File: src/rtl/mips_inst_injector.sv
// mips_inst_injector: FIFO-buffered instruction source for the MIPS core's
// external-instruction port, with a retire trace for scoreboarding.
// Optional macro INJ_AUTOSTOP_EN: stop streaming (return to IDLE) when the
// FIFO runs dry instead of inserting NOP bubbles.
module mips_inst_injector #(
  parameter int unsigned DEPTH = 8,
  parameter int unsigned CNT_W = 16
) (
  input  logic             clk,
  input  logic             rst,
  input  logic             in_valid,
  input  logic [31:0]      in_data,
  output logic             in_ready,
  input  logic             run,
  input  logic [31:0]      pc_current,
  output logic [31:0]      ext_inst,
  output logic             ext_inst_en,
  output logic             retire_valid,
  output logic [31:0]      retire_pc,
  output logic [31:0]      retire_inst,
  output logic             busy,
  output logic [CNT_W-1:0] issued_count,
  output logic [CNT_W-1:0] bubble_count
);

  localparam int unsigned PTR_W  = (DEPTH > 1) ? $clog2(DEPTH) : 1;
  localparam int unsigned FILL_W = PTR_W + 1;

  typedef enum logic {IDLE, RUN} state_t;

  state_t            state, state_next;
  logic [31:0]       mem [DEPTH];
  logic [PTR_W-1:0]  wr_ptr, rd_ptr;
  logic [FILL_W-1:0] fill;
  logic              full, empty, push, pop;
  logic              inst_real, inst_real_next;
  logic [31:0]       ext_inst_next;
  logic              ext_inst_en_next;
  logic [CNT_W-1:0]  issued_next, bubble_next;
  logic              retire_valid_next;
  logic [31:0]       retire_pc_next, retire_inst_next;

  assign full     = (fill == FILL_W'(DEPTH));
  assign empty    = (fill == '0);
  assign in_ready = !full;
  assign push     = in_valid && !full;

  // FIFO storage; emptied logically by resetting the pointers and fill
  always_ff @(posedge clk) begin
    if (push) mem[wr_ptr] <= in_data;
  end

  // FIFO pointers and fill level
  always_ff @(posedge clk or negedge rst) begin
    if (!rst) begin
      wr_ptr <= '0;
      rd_ptr <= '0;
      fill   <= '0;
    end else begin
      if (push) wr_ptr <= wr_ptr + PTR_W'(1);
      if (pop)  rd_ptr <= rd_ptr + PTR_W'(1);
      case ({push, pop})
        2'b10:   fill <= fill + FILL_W'(1);
        2'b01:   fill <= fill - FILL_W'(1);
        default: fill <= fill;
      endcase
    end
  end

  // Next state, issue decision and counter updates
  always_comb begin
    state_next       = state;
    pop              = 1'b0;
    ext_inst_next    = 32'h0;
    ext_inst_en_next = 1'b0;
    inst_real_next   = 1'b0;
    issued_next      = issued_count;
    bubble_next      = bubble_count;
    case (state)
      IDLE: begin
        if (run) state_next = RUN;
      end
      RUN: begin
        if (!run) begin
          state_next = IDLE;
        end else if (!empty) begin
          pop              = 1'b1;
          ext_inst_next    = mem[rd_ptr];
          ext_inst_en_next = 1'b1;
          inst_real_next   = 1'b1;
          if (issued_count != '1) issued_next = issued_count + CNT_W'(1);
        end else begin
`ifdef INJ_AUTOSTOP_EN
          state_next = IDLE;
`else
          ext_inst_en_next = 1'b1;
          if (bubble_count != '1) bubble_next = bubble_count + CNT_W'(1);
`endif
        end
      end
      default: state_next = IDLE;
    endcase
  end

  // Retire the word presented this cycle if it came from the FIFO
  always_comb begin
    retire_valid_next = ext_inst_en && inst_real;
    retire_pc_next    = retire_pc;
    retire_inst_next  = retire_inst;
    if (retire_valid_next) begin
      retire_pc_next   = pc_current;
      retire_inst_next = ext_inst;
    end
  end

  // State and registered outputs
  always_ff @(posedge clk or negedge rst) begin
    if (!rst) begin
      state        <= IDLE;
      busy         <= 1'b0;
      ext_inst     <= 32'h0;
      ext_inst_en  <= 1'b0;
      inst_real    <= 1'b0;
      issued_count <= '0;
      bubble_count <= '0;
      retire_valid <= 1'b0;
      retire_pc    <= 32'h0;
      retire_inst  <= 32'h0;
    end else begin
      state        <= state_next;
      busy         <= (state_next == RUN);
      ext_inst     <= ext_inst_next;
      ext_inst_en  <= ext_inst_en_next;
      inst_real    <= inst_real_next;
      issued_count <= issued_next;
      bubble_count <= bubble_next;
      retire_valid <= retire_valid_next;
      retire_pc    <= retire_pc_next;
      retire_inst  <= retire_inst_next;
    end
  end

endmodule

File: config.mk
export PLATFORM = sky130hd
export DESIGN_NAME = mips_inst_injector
export DESIGN_NICKNAME = d
export VERILOG_FILES = /design/src/rtl/mips_inst_injector.sv
export SDC_FILE = /design/constraint.sdc
export NUM_CORES = 1
export LEC_CHECK = 0
export CAP_MARGIN = 20
export CORE_MARGIN = 2
export CORE_UTILIZATION = 31
export DETAILED_ROUTE_END_ITERATION = 10
export SLEW_MARGIN = 20
export SYNTH_ARGS = -nofsm -noshare
export SYNTH_HDL_FRONTEND = slang
export SYNTH_SLANG_ARGS = --single-unit
File: constraint.sdc
create_clock -name clk -period 5.7 [get_ports clk]
set_input_delay 1.14 -clock clk [delete_from_list [all_inputs] [get_ports clk]]
set_output_delay 1.14 -clock clk [all_outputs]
set_load 0.005 [all_outputs]
==> out/results.tsv, run 1 <==
metric	value	unit
dieArea	0.05039	mm²
status	finished, final reports clean	
fin_crit	3.054	ns
finalHoldViolCount	0	
ys_types	35	
dr.pass1.iters	7	
rrSetupSlack	3.12	ns
fin_crit_sh	53.58	%
yosysTopAreaCellShare	51.02	%
ios	200	
grt_pass1_vias	8125	
async_flop_share	35.68	%
cts_sinks	398	
r2r_end	ext_inst[24]	
reg2regPathDepth	4	
syn_area	0.01507	mm²
detail_route.iter0.violations	496	
hold_start	bubble_count[11]	
via_count	7810	
relSlewSlack	32.12	%
clockBufferDepth	3	
diodes	0	
syn_inst	782	
clk_pin_slew	0.06	ns
hold_end	bubble_count[11]	
ys_warn_count	0	
seq_area_frac_synth	74.60	%
synth-seq-cells	398	
area_growth	27.83	%
start_util	31.49	%
ys.flop_type	edfxtp_1	
arrival	1.91	ns
dieWidth	224.5	µm
synth-edff-count	256	
maxCapViolCount	0	
synth.area.top_cells	edfxtp_1 (51%), dfrtp_1 (24%), mux4_2 (9.6%), mux2_2 (5.2%), mux2i_1 (2.1%)	
rows	80	
hpwl	19440	µm
grt_pass1_wl	49340	µm
coreArea	0.04785	mm²
rsz0062_at_grt	false	
die_height	224.5	µm
p_leak	0.007078	µW
post-cts-setup-buffer-count	0	
clock-root-buffer	clkbuf_16	
final_util	40.26	%
layout-drive-gt1-share	21.71	%
wl_per_cell	19.51	µm
synth_area_leader_cell	edfxtp_1	
grt_max_degree	70	
globalplace.congestion	0.7658	
p_total	8896	µW
critPathLaunchType	flip-flop	
drc	0	
synth_nets	857	
vias_per_cell	4.716	
fmax	0.3274	GHz
cts_resized	0	
clkLatencyLatePin	0.56	ns
cp_max_fo	7	
ctsHoldBuffers	0	
critPathKind	reg -> out	
min_path_cells	1	
antenna_found_initial	4	
drv_slew	0	
reg2reg_from	rd_ptr[0]	
grt_overflow	0	
hp-class	reg -> reg	
irDropWorstVdd	0.2280	mV
power_density	461.8	mW/mm²
ant_nets	0	
end_kind	primary output	
cts_htree_levels	2	
nets	1084	
fin_skew	0.01515	ns
finalSetupViolCount	0	
port_buffers	199	
worst_slew_pin_slew	1.018	ns
cts_buffers	43	
cts_tree	yes	
synthTopCellsByCount	edfxtp_1 (256), dfrtp_1 (142), mux2_2 (69), mux4_2 (64), nor2_1 (43)	
synth_most_common_cell	edfxtp_1	
synth.avg_cell_area	19.27	µm²
tns	0	ns
grt.total_usage	12.88	%
drt-total-wl	32300	µm
worstPathRequired	4.56	ns
layout make-up:
type | instances | area, µm²
Clock buffer | 58 | 1215
Clock inverter | 19 | 173.9
Fill cell | 4347 | 28580
Inverter | 4 | 15.01
Multi-Input combinational cell | 349 | 3740
Sequential cell | 398 | 11250
Tap cell | 615 | 769.5
Timing Repair Buffer | 213 | 2098
power breakdown:
| part | switching, µW | internal, µW | leakage [µW] | total, µW |
|---|---|---|---|---|
| clock | 1110 | 1630 | 0.000675 | 2740 |
| sequential | 440 | 3650 | 0.00416 | 4090 |
| combinational | 832 | 1240 | 0.00225 | 2070 |
sequential cells by signal (all words and copies together), names as in the netlist:
signal / cells
ext_inst: 32
rd_ptr: 3
retire_inst: 32
bubble_count: 16
retire_pc: 32
ext_inst_en: 1
state: 1
mem: 256
retire_valid: 1
inst_real: 1
wr_ptr: 3
fill: 4
issued_count: 16
worst max path at each step:
stage,to,depth (start not counted),start
after CTS,in_ready,3,fill[0]
after detailed placement,fill[2],12,run
after global routing,in_ready,3,fill[0]
final,in_ready,3,fill[1]
after global placement,fill[2],12,run
after floorplan,mem[0][0],2,in_valid
per-stage QoR:
stage	setup WS, ns	hold slack [ns]	area (µm²)	instances
2_1_floorplan	0.8073	0.4844	15070	782
3_3_place_gp	2.380	0.4874	17870	1579
3_5_place_dp	2.343	0.4909	17870	1579
4_1_cts	2.616	0.5027	19260	1656
5_1_grt	2.538	0.5121	19260	1656
6_report	2.646	0.5010	19260	1656
per-layer routing:
layer / wire (µm) / track usage (%) / share of wire (%) / up-vias
li1: - / - / - / 3499
met1: 14500 / 17.31 / 45 / 4023
met2: 15110 / 20.62 / 47 / 232
met3: 2014 / 3.475 / 6.2 / 48
met4: 626 / 3.610 / 1.9 / 8
met5: 53 / 0 / 0.16 / -
worst max-delay path, cell delays in order, from the launching register on:
cell and delay, ns:
dfrtp_1 0.47, nor3_1 0.21, nand2_1 0.14, clkdlybuf4s50_1 0.52
cell usage in the layout, fill, tap and decap left out, types with 11 or more instances in the layout:
master           Yosys  layout
edfxtp_1           256     256
clkdlybuf4s50_1      0     198
dfrtp_1            142     139
mux2_2              69      69
mux4_2              64      64
clkbuf_16            0      45
nor2_1              43      40
mux2i_1             32      32
xor2_1              28      28
nand2_1             22      21
buf_4                0      14
nor3_1              16      12
nand3_1             11      11
logic make-up (layout without fill, tap and decap cells):
family | count (synthesis) | count (layout) | synth area share (%)
AO/OA/AOI/OAI | 8 | 8 | 0.3239
XOR/XNOR | 36 | 36 | 2.093
adder cells (fa/ha/maj) | 7 | 7 | 0.5812
buffers and inverters | 35 | 294 | 0.9714
flip-flops | 398 | 398 | 74.60
multiplexers | 165 | 165 | 16.85
AND/OR/NAND/NOR | 133 | 133 | 4.584
Note: power is estimated with default switching activity, not from simulation.
==> inputs of run 2 (changes only) <==
==> constraint.sdc (replaced) <==
create_clock -name clk -period 2.65 [get_ports clk]
set_input_delay 0.53 -clock clk [delete_from_list [all_inputs] [get_ports clk]]
set_output_delay 0.53 -clock clk [all_outputs]
set_load 0.005 [all_outputs]
==> run 2 against run 1 <==
Compared with the run above:
- clock skew grew 0.0046 ns
- wire length grew 0.98%
- cell count grew 1.0%
- critical path depth grew 1
- core utilization grew 0.63 points
- sequential power grew 110%
- clock-buffer cell count grew 5
- critical endpoint unchanged
==> out/results.tsv, run 2 (same netlist as run 1, synthesis figures left out) <==
metric	value	unit
wl_per_cell	19.50	µm
post-cts-setup-buffer-count	0	
fillers	4340	
irDropWorstVdd	0.5132	mV
cp_max_fo	6	
grt_max_degree	56	
largest_reg_flops	256	
rows	80	
switching_share	27.07	%
cts_tree	yes	
grt_pass1_vias	8290	
globalplace.congestion	0.7602	
fin_crit	2.509	ns
tns	0	ns
clk_pin_slew	0.06	ns
ios	200	
layout_commonest_cell	edfxtp_1	
critPathKind	reg -> out	
seq_power_share	44.7	%
worstPathRequired	2.12	ns
drv_slew	0	
power_density	988.0	mW/mm²
top_register	mem	
worst_slew_pin_slew	0.6218	ns
critPathLaunchType	flip-flop	
grt_pass1_wl	49780	µm
combPwrFrac	25.2	%
maxCapViolCount	0	
rsz0062_at_grt	false	
p_sw	5233	µW
grt.total_usage	13.05	%
fin_skew	0.01976	ns
diodes	0	
fin_crit_sh	94.67	%
status	finished, final reports clean	
via_count	7856	
hpwl	19490	µm
p_clk_share	30.1	%
cts_htree_levels	2	
end_kind	primary output	
antenna_found_initial	4	
cts_buffers	44	
layout-drive-gt1-share	22.59	%
relSlewSlack	58.55	%
fmax	0.3986	GHz
area_growth	29.83	%
p_int	14100	µW
clkLatencyLatePin	0.56	ns
rrSetupSlack	0.31	ns
dieArea	0.05039	mm²
p_leak	0.007189	µW
layout_common_cells	edfxtp_1 (256), clkdlybuf4s50_1 (198), dfrtp_1 (139), mux2_2 (69), mux4_2 (64)	
nets	1098	
dieWidth	224.5	µm
clockBufferDepth	3	
slowest_delay	0.53	ns
hold_ws	0.4517	ns
start_util	31.49	%
drc	0	
port_buffers	199	
die_height	224.5	µm
slowest_stage	clkdlybuf4s50_1	
hp-class	in -> reg	
cts_sinks	398	
arrival	1.98	ns
finalHoldViolCount	0	
vias_per_cell	4.696	
detail_route.iter0.violations	490	
multi_input_area	0.003755	mm²
cts_resized	0	
ant_nets	0	
drt-total-wl	32620	µm
clock-root-buffer	clkbuf_16	
coreArea	0.04785	mm²
dr.pass1.iters	7	
finalSetupViolCount	0	
seq_area	0.01125	mm²
grt_overflow	0	
crit_path_cell_trace	buf_4, nor3_1, nand2_1, clkdlybuf4s50_1	
==> run 2: cell types whose count changed in the layout (fill, tap and decap cells not counted), moves of 2 or more <==
cell,delta
clkinvlp_4,+3
bufinv_16,-2
clkbuf_1,+4
buf_4,-3
buf_12,+15
clkinv_4,-2
==> run 2: cell type report <==
cell class	instances	share of cell area, %
multi-input cells	349	19.19
well taps	615	3.933
clock inverters	18	0.6908
repair buffers	226	12.20
clock buffers	63	6.415
flip-flops and latches	398	57.49
inverters	4	0.07675
==> run 2: metrics by stage <==
step | power (µW) | cells | setup slack (ns) | utilization, % | area (µm²)
after floorplan | 11260 | 782 | -0.9736 | - | 15080
after global placement | 13700 | 1591 | 0.1694 | 37.96 | 18160
after detailed placement | 13760 | 1591 | 0.1426 | 37.96 | 18160
after CTS | 19730 | 1673 | 0.1084 | 40.89 | 19560
after global routing | 20350 | 1673 | 0.009241 | 40.89 | 19560
final | 19330 | 1673 | 0.1412 | 40.89 | 19560
==> run 2: worst max-delay path, delay by kind of cell (launching register included) <==
family | cells | cell delay [ns]
DFF | 1 | 0.41
buffers and inverters | 2 | 0.70
and+or+nand+nor | 2 | 0.33
==> run 2: timing repair <==
| item | in CTS | in global routing |
|---|---|---|
| hold buffers | 1 | 0 |
| setup endpoints to repair | 0 | 0 |
| endpoints found under the hold margin | 52 | 0 |
==> run 2: metal layers <==
layer  share of wire [%]  vias to the layer above  global-route usage [%]
met3                 6.2                       51                   3.148
li1                    -                     3539                       -
met4                 1.9                        8                   4.209
met5                0.13                        -                       0
met1                  45                     4020                   17.41
met2                  47                      238                   21.09
==> run 2: power groups by stage <==
stage	registers (µW)	logic, µW	clock network, µW
2_1_floorplan	8470	2790	0
3_3_place_gp	8730	4960	0
3_5_place_dp	8780	4980	0
4_1_cts	8660	5000	6060
5_1_grt	8790	5290	6270
6_report	8630	4870	5820
==> run 2: path summary, 6_finish.rpt <==
| kind | from | to | cells after the start |
|---|---|---|---|
| worst max-delay path | fill[1] | in_ready | 4 |
| worst min-delay path | run | state | 1 |
| worst max register to register | fill[0] | fill[2] | 10 |
| worst min register to register | retire_pc[14] | retire_pc[14] | 1 |
| max in group asynchronous | rst | retire_pc[23] | 3 |
| min in group asynchronous | rst | bubble_count[0] | 2 |
==> inputs of run 3 (changes only) <==
--- a/config.mk
+++ b/config.mk
@@ -5,10 +5,12 @@
 export SDC_FILE = /design/constraint.sdc
 export NUM_CORES = 1
 export LEC_CHECK = 0
+export ABC_AREA = 1
 export CAP_MARGIN = 20
 export CORE_MARGIN = 2
 export CORE_UTILIZATION = 31
 export DETAILED_ROUTE_END_ITERATION = 10
+export GPL_TIMING_DRIVEN = 0
 export SLEW_MARGIN = 20
 export SYNTH_ARGS = -nofsm -noshare
 export SYNTH_HDL_FRONTEND = slang
==> constraint.sdc (replaced) <==
create_clock -name clk -period 2.65 [get_ports clk]
set_input_delay 0.265 -clock clk [delete_from_list [all_inputs] [get_ports clk]]
set_output_delay 0.265 -clock clk [all_outputs]
set_load 0.005 [all_outputs]
==> run 3 against run 2 <==
Compared with the run above:
- power is 7.7% higher
- clock skew is 0.0033 ns lower
- largest cell class unchanged
- sequential power down 2.5%
- critical path type is now reg -> reg
- critical endpoint is now mem[7][15]
- setup slack gained 0.18 ns
- cell count is 44% higher
==> out/results.tsv, run 3 <==
metric	value	unit
p_sw	6875	µW
coreArea	0.05099	mm²
ant_nets	0	
fin_skew	0.01642	ns
p_clk_share	29.5	%
synthTopCellsByCount	nand2_1 (377), nor2_1 (266), edfxtp_1 (256), dfrtp_1 (142), o21ai_0 (134)	
hold_start	run	
clkLatencyLatePin	0.59	ns
irDropWorstVdd	0.5406	mV
drc	0	
synth.area.top_cells	edfxtp_1 (48%), dfrtp_1 (22%), nand2_1 (8.9%), nor2_1 (6.3%), o21ai_0 (4.2%)	
end_kind	flip-flop	
fin_crit	2.328	ns
cts_resized	0	
layout-drive-gt1-share	7.901	%
layout_setup_ws	0.3218	ns
top_register	mem	
arrival	2.61	ns
seq_area_frac_synth	70.63	%
async_flop_share	35.68	%
start_util	31.21	%
ys.flop_type	edfxtp_1	
port_buffers	199	
grt_pass1_wl	65450	µm
cp_max_fo	17	
synth_nets	1516	
finalSetupViolCount	0	
p_leak	0.007914	µW
p_int	13940	µW
detail_route.iter0.violations	731	
reg2reg_from	fill[1]	
grt_max_degree	78	
switching_share	33.04	%
via_count	11190	
ys_warn_count	0	
crit_start	fill[1]	
finalHoldViolCount	0	
clk_pin_slew	0.06	ns
largest_reg_flops	256	
synth.avg_cell_area	11.04	µm²
grt_overflow	0	
fillers	4852	
drt-total-wl	42010	µm
die_height	230.6	µm
rows	83	
critPathLaunchType	flip-flop	
status	finished, final reports clean	
nets	1772	
fmax	0.4295	GHz
reg2regPathDepth	7	
syn_inst	1441	
ys_types	30	
relSlewSlack	32.17	%
layout_commonest_cell	nand2_1	
syn_area	0.01591	mm²
final_cells	2416	
grt_pass1_vias	11460	
seq_power_share	40.4	%
yosysTopAreaCellShare	48.31	%
combPwrFrac	30.1	%
synth_most_common_cell	nand2_1	
dr.pass1.iters	5	
hpwl	28550	µm
hp-class	in -> reg	
dieArea	0.05316	mm²
drv_slew	0	
dp.cells	2329	
post-cts-setup-buffer-count	0	
min_path_cells	1	
globalplace.congestion	0.8431	
fin_crit_sh	87.86	%
pre_cts_ws	-0.1509	ns
rsz0062_at_grt	false	
maxCapViolCount	0	
worstPathRequired	2.93	ns
ios	200	
dieWidth	230.6	µm
cts_sinks	398	
clockBufferDepth	3	
power_density	1012	mW/mm²
vias_per_cell	4.633	
worst_slew_pin_slew	1.017	ns
grt.total_usage	15.90	%
synth-edff-count	256	
antenna_found_initial	5	
layout_common_cells	nand2_1 (377), nor2_1 (258), edfxtp_1 (256), clkdlybuf4s50_1 (198), dfrtp_1 (142)	
cts_tree	yes	
synth-seq-cells	398	
cts_htree_levels	2	
critPathKind	reg -> reg	
clock-root-buffer	clkbuf_16	
synth_area_leader_cell	edfxtp_1	
cts_buffers	46	
area_growth	29.18	%
wl_per_cell	17.39	µm
[run 3: cell types whose count changed in the layout (fill, tap and decap cells not counted), moves of 33 or more]
| cell | change |
|---|---|
| nor2_1 | +218 |
| inv_1 | +33 |
| clkbuf_1 | +35 |
| mux4_2 | -64 |
| nand2_1 | +356 |
| o21ai_0 | +131 |
| mux2_2 | -69 |
[run 3: cell type report]
| type | instances | area (µm²) | area share (%) |
|---|---|---|---|
| Multi-Input combinational cell | 932 | 4230 | 20.58 |
| Tap cell | 680 | 850.8 | 4.139 |
| Sequential cell | 398 | 11240 | 54.68 |
| Clock buffer | 58 | 1226 | 5.964 |
| Inverter | 41 | 153.9 | 0.7486 |
| Clock inverter | 27 | 252.7 | 1.229 |
| Antenna cell | 2 | 5.005 | 0.02434 |
| Buffer | 69 | 344.1 | 1.674 |
| Timing Repair Buffer | 209 | 2255 | 10.97 |
[run 3: layer usage]
metal	GRT usage, %	routed length (µm)	part of all wire (%)	up-vias
met4	4.859	923	2.2	4
li1	-	-	-	5403
met1	20.31	17990	43	5364
met3	3.817	2944	7.0	70
met2	26.73	20120	48	353
met5	0	30	0.071	-
[run 3: timing repair]
item | in CTS | in global routing
endpoints found under the hold margin | 65 | 0
endpoints found under the setup margin | 0 | 1
hold buffers | 1 | 0
[run 3: cells by family (layout without fill, tap and decap cells)]
group / after synthesis / after routing / share of synthesized area [%]
and+or+nand+nor: 707 / 707 / 17.55
DFF: 398 / 398 / 70.63
AOI/OAI and AO/OA: 200 / 200 / 7.115
buffers and inverters: 111 / 404 / 3.160
xor gates and xnor gates: 18 / 18 / 0.9907
adders and majority gates: 7 / 7 / 0.5503
other: 0 / 2 / 0
[run 3: path summary, 6_finish.rpt]
path,end,slack (ns)
worst max-delay path,mem[7][15],0.32
worst max register to register,mem[7][15],0.32
worst min register to register,retire_inst[24],0.46
min in group asynchronous,bubble_count[8],0.24
max in group asynchronous,retire_inst[3],1.61
worst min-delay path,state,0.17
[run 3: power groups by stage]
| stage | logic, µW | clock network (µW) | registers, µW |
|---|---|---|---|
| 2_1_floorplan | 3220 | 0 | 8520 |
| 3_3_place_gp | 5990 | 0 | 8550 |
| 3_5_place_dp | 6340 | 0 | 8530 |
| 4_1_cts | 6370 | 6340 | 8420 |
| 5_1_grt | 6980 | 6580 | 8550 |
| 6_report | 6270 | 6130 | 8410 |
[run 3: critical path, stage by stage (launching register included)]
cell,delay [ns]
dfrtp_1,0.40
nor2_1,0.09
nand3_1,0.12
nand2_1,0.17
inv_1,0.15
nand2_1,0.23
nor2_4,0.60
buf_16,0.25
[run 3: through the flow]
stage / power (µW) / hold WS, ns / TNS (ns) / utilization, % / instance area, µm²
after floorplan: 11740 / -0.03059 / -15.98 / - / 15910
after global placement: 14530 / 0.4526 / -1111.85 / 36.79 / 18760
after detailed placement: 14860 / 0.2881 / -0.1588 / 37.40 / 19070
after CTS: 21130 / 0.1252 / 0 / 40.32 / 20560
after global routing: 22110 / 0.1402 / 0 / 40.31 / 20560
final: 20810 / 0.1681 / 0 / 40.32 / 20560
